--- config.mk ---
export PLATFORM = sky130hd
export DESIGN_NAME = sail_print_arbiter
export DESIGN_NICKNAME = d
export VERILOG_FILES = /design/src/rtl/sail_print_pkg.sv /design/src/rtl/sail_rr_pick.sv /design/src/rtl/sail_print_arbiter.sv
export SDC_FILE = /design/constraint.sdc
export NUM_CORES = 1
export LEC_CHECK = 0
export CAP_MARGIN = 20
export CORE_ASPECT_RATIO = 1.4
export CORE_UTILIZATION = 37
export CTS_CLUSTER_SIZE = 12
export DETAILED_ROUTE_END_ITERATION = 16
export GPL_TIMING_DRIVEN = 0
export PLACE_DENSITY = 0.92
export SLEW_MARGIN = 25
export SYNTH_ARGS = -nofsm -noshare
export SYNTH_HDL_FRONTEND = slang
export SYNTH_SLANG_ARGS = --single-unit
--- constraint.sdc ---
create_clock -name clk -period 3.55 [get_ports clk]
set_clock_uncertainty 0.1 [all_clocks]
set_input_delay 0.5325 -clock clk [delete_from_list [all_inputs] [get_ports clk]]
set_output_delay 0.5325 -clock clk [all_outputs]
set_load 0.05 [all_outputs]
--- src/rtl/sail_print_pkg.sv ---
// Shared types and constants for the Sail stdout print arbiter and its helpers.
package sail_print_pkg;

    typedef enum logic [1:0] {
        SP_IDLE    = 2'd0,
        SP_STREAM  = 2'd1,
        SP_NEWLINE = 2'd2
    } sail_print_state;

    localparam logic [7:0] SAIL_NEWLINE = 8'h0A;
    localparam logic [7:0] SAIL_NUL     = 8'h00;

    // NUL bytes carry no text; they only let a caller send an empty message.
    function automatic logic sail_is_nul(input logic [7:0] b);
        return b == SAIL_NUL;
    endfunction

endpackage

--- src/rtl/sail_rr_pick.sv ---
// Combinational round-robin picker: first asserted request at or after ptr, wrapping.
module sail_rr_pick #(
    parameter  int NUM_REQ = 4,
    localparam int OWNER_W = $clog2(NUM_REQ)
) (
    input  logic [NUM_REQ-1:0] req,
    input  logic [OWNER_W-1:0] ptr,
    output logic [OWNER_W-1:0] grant,
    output logic               any_req
);

    logic [OWNER_W-1:0] idx [NUM_REQ];

    // idx[gi] is the requester examined gi steps after ptr.
    generate
        for (genvar gi = 0; gi < NUM_REQ; gi++) begin : g_idx
            logic [OWNER_W:0] sum;
            assign sum     = {1'b0, ptr} + (OWNER_W+1)'(gi);
            assign idx[gi] = (sum >= (OWNER_W+1)'(NUM_REQ)) ?
                             OWNER_W'(sum - (OWNER_W+1)'(NUM_REQ)) : OWNER_W'(sum);
        end
    endgenerate

    always_comb begin
        grant   = '0;
        any_req = |req;
        for (int k = NUM_REQ - 1; k >= 0; k--) begin
            if (req[idx[k]]) begin
                grant = idx[k];
            end
        end
    end

endmodule

--- src/rtl/sail_print_arbiter.sv ---
// Round-robin arbiter sharing one Sail stdout byte stream between NUM_REQ print call sites,
// granting whole messages and appending a newline for print_endline.
module sail_print_arbiter
    import sail_print_pkg::*;
#(
    parameter  int NUM_REQ = 4,
    localparam int OWNER_W = $clog2(NUM_REQ)
) (
    input  logic                 clk,
    input  logic                 reset,
    input  logic [NUM_REQ-1:0]   req_valid,
    input  logic [NUM_REQ*8-1:0] req_data,
    input  logic [NUM_REQ-1:0]   req_last,
    input  logic [NUM_REQ-1:0]   req_endline,
    output logic [NUM_REQ-1:0]   req_ready,
    output logic                 out_valid,
    output logic [7:0]           out_data,
    input  logic                 out_ready,
    output logic [OWNER_W-1:0]   out_owner,
    output logic                 busy,
    output logic [NUM_REQ-1:0]   msg_done
);

    localparam logic [OWNER_W-1:0] LAST_IDX = OWNER_W'(NUM_REQ - 1);

    sail_print_state     state_q, state_d;
    logic [OWNER_W-1:0]  owner_q, owner_d;
    logic [OWNER_W-1:0]  rr_ptr_q, rr_ptr_d;
    logic [NUM_REQ-1:0]  done_q, done_d;

    logic [7:0]          req_bytes [NUM_REQ];
    logic [OWNER_W-1:0]  pick_grant;
    logic                pick_any;
    logic [7:0]          owner_byte;
    logic                owner_valid;
    logic                owner_last;
    logic                owner_endline;
    logic                owner_nul;
    logic                owner_take;
    logic [OWNER_W-1:0]  next_ptr;

    generate
        for (genvar gi = 0; gi < NUM_REQ; gi++) begin : g_bytes
            assign req_bytes[gi] = req_data[gi*8 +: 8];
        end
    endgenerate

    sail_rr_pick #(.NUM_REQ(NUM_REQ)) u_pick (
        .req     (req_valid),
        .ptr     (rr_ptr_q),
        .grant   (pick_grant),
        .any_req (pick_any)
    );

    assign owner_byte    = req_bytes[owner_q];
    assign owner_valid   = req_valid[owner_q];
    assign owner_last    = req_last[owner_q];
    assign owner_endline = req_endline[owner_q];
    assign owner_nul     = sail_is_nul(owner_byte);
    // NUL bytes are swallowed without waiting for the sink.
    assign owner_take    = out_ready || owner_nul;
    assign next_ptr      = (owner_q == LAST_IDX) ? '0 : owner_q + OWNER_W'(1);

    always_comb begin
        state_d   = state_q;
        owner_d   = owner_q;
        rr_ptr_d  = rr_ptr_q;
        done_d    = '0;
        out_valid = 1'b0;
        out_data  = SAIL_NUL;
        req_ready = '0;
        case (state_q)
            SP_IDLE: begin
                if (pick_any) begin
                    owner_d = pick_grant;
                    state_d = SP_STREAM;
                end
            end
            SP_STREAM: begin
                out_valid          = owner_valid && !owner_nul;
                out_data           = owner_byte;
                req_ready[owner_q] = owner_take;
                if (owner_valid && owner_take && owner_last) begin
                    if (owner_endline) begin
                        state_d = SP_NEWLINE;
                    end else begin
                        done_d[owner_q] = 1'b1;
                        rr_ptr_d        = next_ptr;
                        state_d         = SP_IDLE;
                    end
                end
            end
            SP_NEWLINE: begin
                out_valid = 1'b1;
                out_data  = SAIL_NEWLINE;
                if (out_ready) begin
                    done_d[owner_q] = 1'b1;
                    rr_ptr_d        = next_ptr;
                    state_d         = SP_IDLE;
                end
            end
            default: begin
                state_d = SP_IDLE;
            end
        endcase
    end

    always_ff @(posedge clk) begin
        if (reset) begin
            state_q  <= SP_IDLE;
            owner_q  <= '0;
            rr_ptr_q <= '0;
            done_q   <= '0;
        end else begin
            state_q  <= state_d;
            owner_q  <= owner_d;
            rr_ptr_q <= rr_ptr_d;
            done_q   <= done_d;
        end
    end

    assign msg_done  = done_q;
    assign out_owner = owner_q;
    assign busy      = (state_q != SP_IDLE);

endmodule

== Word-level counts from Yosys, hierarchy flattened ==
Cells that the tools add are included.

* Register bits: 10
* Latch bits: 0
* Bits in writable memories: 0
* Bits in read-only memories: 0
* Word-level logic and storage cells: 90
* Memories kept: 0

* $add $sub $neg: 8
* $mul: 0
* Div/mod/pow operators: 0
* Magnitude comparators: 11
* Equal/unequal tests: 7
* Shift operators: 0
* Multiplexer cells: 44
* Bitwise gates (word level): 2
* Reduce and logical (&&, ||, !) cells: 14

{| class="wikitable"
|+ Operators with widths
! kind !! number
|-
| $mux 2 || 16
|-
| $bmux 8 s2 || 1
|-
| $mux 4 || 4
|-
| $mux 8 || 2
|-
| $pmux 8 s2 || 1
|-
| $lt 2x3->1 const B || 5
|-
| $bmux 1 s2 || 7
|-
| $ge 3x3->1 const B || 4
|-
| $logic_not 8->1 || 1
|-
| $mux 1 || 8
|-
| $ne 2x2->1 const B || 4
|-
| $pmux 4 s2 || 1
|-
| $sub 2x1->2 const B || 4
|-
| $add 2x2->3 const B || 2
|-
| $pmux 2 s3 || 1
|-
| $and 4x4->4 || 1
|-
| $eq 2x2->1 const B || 2
|-
| $logic_and 1x1->1 || 4
|-
| $pmux 2 s2 || 1
|-
| $reduce_and 4->1 || 1
|-
| $reduce_bool 2->1 || 2
|-
| $reduce_or 4->1 || 1
|-
| $add 2x1->3 const B || 1
|-
| $ge 2x3->1 const B || 1
|-
| 11 further kinds || 11
|}

== Logic depth before layout (Yosys ltp) ==
* Depth after elaboration: 10
* Mapped depth: 7

== By module ==
Synthesis repeated with hierarchy kept, for this count alone.

* Cells, all modules: 109
* Area, all modules: 1078.5 µm²

{| class="wikitable"
|+ By module, submodules not included
! module !! instances !! cells each !! area each (µm²)
|-
| sail_print_arbiter || 1 || 96 || 1001.0
|-
| sail_rr_pick || 1 || 13 || 77.6
|}

== Worst setup path before layout ==
OpenSTA, ideal clock, no wires.

* Path type: register to output
* Start point: register owner_q[0], in the netlist out_owner[0]
* End point: output port req_ready[0]
* Arrival time: 2.529 ns
* Setup slack: 0.388 ns
* Cell stages (with the launch flop): 7
* Buffers on the path: 1
* Cells stage by stage: dfxtp_1 > buf_6 > mux4_1 > nor4_2 > a21oi_1 > nor2_1 > and2_1

* Word-level cells in the longest chain between the ends: 8

{| class="wikitable"
|+ Ends and longest elaborated chain
! element !! RTL line !! RTL
|-
| start: declaration || sail_print_arbiter.sv:27 || <nowiki>logic [OWNER_W-1:0] owner_q, owner_d;</nowiki>
|-
| start signal: assignment || sail_print_arbiter.sv:116 || <nowiki>owner_q <= owner_d;</nowiki>
|-
| $not 2->3 (implied by the code) || sail_print_arbiter.sv:55 || <nowiki>assign owner_byte = req_bytes[owner_q];</nowiki>
|-
| $bmux 8 s2 || sail_print_arbiter.sv:55 ||
|-
| $mux 8 (implied by the code) (2 in a row) || sail_print_arbiter.sv:55 ||
|-
| $logic_not 8->1 || sail_print_pkg.sv:15 || <nowiki>return b == SAIL_NUL;</nowiki>
|-
| $logic_or 1x1->1 || sail_print_arbiter.sv:61 || <nowiki>assign owner_take = out_ready || owner_nul;</nowiki>
|-
| $and 4x4->4 (no line) (*) || n/a ||
|-
| $mux 4 (*) || sail_print_arbiter.sv:72 || <nowiki>case (state_q)</nowiki>
|-
| end: declaration || sail_print_arbiter.sv:15 || <nowiki>output logic [NUM_REQ-1:0] req_ready,</nowiki>
|}

Mark *: on every way between the ends. The rest lies on a longest branch, timed or not. The select of a mux whose other input is x is not followed.

== Worst setup path in the final report ==
* Start point: input port req_data[15]
* End point: output port req_ready[2]

* Word-level cells in the longest chain between the ends: 7

{| class="wikitable"
|+ Ends and longest elaborated chain
! element !! RTL line !! RTL
|-
| start: declaration || sail_print_arbiter.sv:12 || <nowiki>input logic [NUM_REQ*8-1:0] req_data,</nowiki>
|-
| $bmux 8 s2 || sail_print_arbiter.sv:55 ||
|-
| $mux 8 (implied by the code) (2 in a row) || sail_print_arbiter.sv:55 ||
|-
| $logic_not 8->1 || sail_print_pkg.sv:15 ||
|-
| $logic_or 1x1->1 || sail_print_arbiter.sv:61 ||
|-
| $and 4x4->4 (no line) || n/a ||
|-
| $mux 4 || sail_print_arbiter.sv:72 ||
|}

Every way passes these cells. The select of a mux whose other input is x is not followed.

==> qor.csv <==
stage,metric,value,unit
power_and_ir_drop,maximum vdd drop,348,uV
hold_path,hold path start,state_q[1]$_SDFFE_PP0P_,
worst_setup_path,largest fanout of any net on the critical path,4,
clock_tree,number of buffers created by CTS,3,
clock_tree,clk buf depth,2,
global_route,overall track demand over capacity in global routing,24.8,%
timing,unrepaired setup endpoints after global routing,false,
placed_design,detailed-placement wirelength estimate,2.80,mm
power_and_ir_drop,leakage dissipation,0.000702,uW
timing,final hold viol count,0,
routing,drt pass-1 iters,4,
logic_synthesis,Post-Syn Area,0.00105,mm^2
global_route,vias in the first global route,1229,
clock_tree,setup bufs post-CTS,0,
timing,hold_ws,0.397,ns
job,Max-cap violations,0,
logic_synthesis,area share of the largest cell type after synthesis,20.0,%
timing,headroom to the max-slew limit,62.8,%
routing,metal1 wirelength,1.14,mm
clock_tree,clock tree from TritonCTS,yes,
logic_synthesis,Synth area leaders,"sky130_fd_sc_hd__mux4_1 20%, sky130_fd_sc_hd__dfxtp_1 19%, sky130_fd_sc_hd__ha_1 8.3%, sky130_fd_sc_hd__mux4_2 6.4%, sky130_fd_sc_hd__and2_1 5.4%",
clock_tree,number of sinks on the clock net,10,
timing,max-slew violation count,0,
routing,number of vias per cell,5.56,
worst_setup_path,worst reg2reg startpoint,out_owner[0]$_SDFFE_PP0P_,
clock_tree,clock tree root buffer cell,sky130_fd_sc_hd__clkbuf_4,
routing,Routed met3 length,154,um
routing,initial DRC count,29,
timing,slew at the pin closest to its max-slew limit,0.550,ns
layout,cell area after layout,0.00180,mm^2
routing,Max Used Layer,met4,
logic_synthesis,biggest area consumer among synthesized cells,sky130_fd_sc_hd__mux4_1,
timing,Max Fclk,0.293,GHz
die,CORE AREA,0.00267,mm^2
status,outcome,"complete, no violations",
logic_synthesis,Synth Net Count,158,
routing,DR DRC count,0,
layout,"leading cell type in the layout, fill and taps excluded",sky130_fd_sc_hd__clkdlybuf4s50_1,
layout,Diodes inserted,0,
die,Die Y,65.1,um
worst_setup_path,Crit. Startpoint,req_data[15],
routing,via total after detailed routing,1162,
global_route,largest net degree at the start of global routing,11,
timing,aggregate negative setup slack,0,ns
logic_synthesis,most frequently used flop master after synthesis,sky130_fd_sc_hd__dfxtp_1,
die,I/O pins,67,
timing,Final Cycle Share,96.1,%
power_and_ir_drop,pwr dens,489,mW/mm^2
routing,residual antenna-violating net count after detailed routing,0,
hold_path,worst hold path class,reg2reg,
die,starting density of the core,39.4,%
worst_setup_path,"Worst Path Class, Setup",in2out,
worst_setup_path,type of element capturing the critical path,output port,
layout,"commonest non-fill, non-tap cells in the layout","61 x sky130_fd_sc_hd__clkdlybuf4s50_1, 10 x sky130_fd_sc_hd__a21oi_1, 10 x sky130_fd_sc_hd__dfxtp_1, 9 x sky130_fd_sc_hd__inv_1, 9 x sky130_fd_sc_hd__and2_1",
layout,area growth from synthesis to layout,70.9,%
logic_synthesis,Yosys warning count,0,
logic_synthesis,per-instance average area after synthesis,10.1,um^2
global_route,final global-route overflow total,0,
logic_synthesis,asr flop ratio synth,0,%
worst_setup_path,worst path required time,2.92,ns
worst_setup_path,Worst setup SP type,primary input,
timing,"Min Clock Period, post-route",3.41,ns
logic_synthesis,Mapped Cells,104,
placed_design,count of port buffers added during placement,66,
logic_synthesis,count of flip-flops with a built-in enable after synthesis,0,
worst_setup_path,signal arrival time at the worst endpoint,2.78,ns
placed_design,Final GP Congestion,0.936,
die,Placement Rows,22,
clock_tree,clock slew at reported path FFs,0.06,ns
die,Die Span X,47.1,um
clock_tree,number of levels the H-tree was split into,1,
routing,detailed route wirelength on metal2,1.93,mm
layout,share of final-layout standard cells stronger than drive strength 1,10.4,%
logic_synthesis,number of distinct library cell variants in the gate-level netlist after synthesis,36,
layout,filler cell count in the final layout,205,
routing,aggregate routed wire length,3.30,mm
die,area enclosed by the die boundary,0.00306,mm^2
global_route,wire length of the first global-routing pass,5.38,mm
logic_synthesis,synthesis-stage register bit count,10,
layout,Final #Nets,229,
clock_tree,clock latency of the later-clocked register in the worst-skew pair,0.26,ns
routing,Wirelength per Cell,15.8,um
timing,setup-violating endpoint count in the final report,0,
global_route,initial antenna violation count,0,
placed_design,Area after DPL,0.00176,mm^2
logic_synthesis,"Seq/Total Area, Yosys",19.0,%
[timing repair]
action,in CTS,in global routing
gates resized for setup,13,2
endpoints found under the setup margin,5,5
hold buffers,0,0
[cell type report]
class                           count  area (um^2)  share of cell area (%)
Inverter                            9         33.8                    1.88
Timing Repair Buffer               66          668                    37.2
Multi-Input combinational cell     81          788                    43.8
Buffer                              4         40.0                    2.23
Clock buffer                        3         22.5                    1.25
Tap cell                           36         45.0                    2.51
Sequential cell                    10          200                    11.1
[flip-flops by register name, indices dropped and copies added (netlist names)]
name,cells
state_q,2
rr_ptr_q,2
out_owner,2
msg_done,4
[synthesized netlist by cell type, drive strengths merged, types with 2 or more instances]
master	number
mux4	11
a21oi	10
dfxtp	10
and2	9
inv	9
ha	7
nor2b	6
and3	5
o21ai	5
nand2	4
buf	3
nor2	3
nor4	3
o22ai	2
or4	2
[worst max-delay path: stages]
cell                              delay [ns]
sky130_fd_sc_hd__clkdlybuf4s50_1        0.41
sky130_fd_sc_hd__mux4_1                 0.57
sky130_fd_sc_hd__nor4_4                 0.37
sky130_fd_sc_hd__a21oi_1                0.14
sky130_fd_sc_hd__nor2_1                 0.21
sky130_fd_sc_hd__and2_1                 0.17
sky130_fd_sc_hd__clkdlybuf4s15_2        0.37
[report_power, final]
group | total [uW] | leakage [uW] | switching, uW | internal, uW
clock | 74.1 | 0.0000138 | 35.1 | 39.0
combinational | 648 | 0.000607 | 366 | 282
sequential | 157 | 0.0000814 | 23.8 | 134
[final timing paths]
path / depth (start not counted) / slack, ns / endpoint
max: 7 / 0.14 / req_ready[2]
min: 2 / 0.40 / state_q[1]$_SDFFE_PP0P_
max reg2reg: 7 / 0.78 / state_q[0]$_SDFFE_PP0P_
min reg2reg: 2 / 0.40 / state_q[1]$_SDFFE_PP0P_
[stage by stage]
stage / cells / power, uW / util [%] / setup slack [ns]
finish: 209 / 879 / 67.3 / 0.139
global route: 209 / 943 / 67.3 / 0.00504
floorplan: 104 / 597 / - / 0.388
CTS: 209 / 874 / 66.9 / 0.0178
detailed placement: 206 / 798 / 65.8 / -0.330
global placement: 206 / 777 / 65.8 / -0.222
[logic make-up (layout without fill, tap and decap cells)]
group / after synthesis / after routing / synth area share (%)
and+or+nand+nor: 37 / 37 / 23.3
AOI/OAI and AO/OA: 26 / 26 / 16.1
buffers and inverters: 13 / 82 / 6.90
muxes: 11 / 11 / 26.4
DFF: 10 / 10 / 19.0
adders and majority gates: 7 / 7 / 8.32
[routing by layer]
| metal | vias to the layer above | GRT usage (%) |
|---|---|---|
| li1 | 545 | - |
| met1 | 560 | 24.0 |
| met2 | 46 | 45.7 |
| met3 | 11 | 5.77 |
| met4 | 0 | 12.1 |
| met5 | - | 0 |
Power figures use the tool's default switching activity.
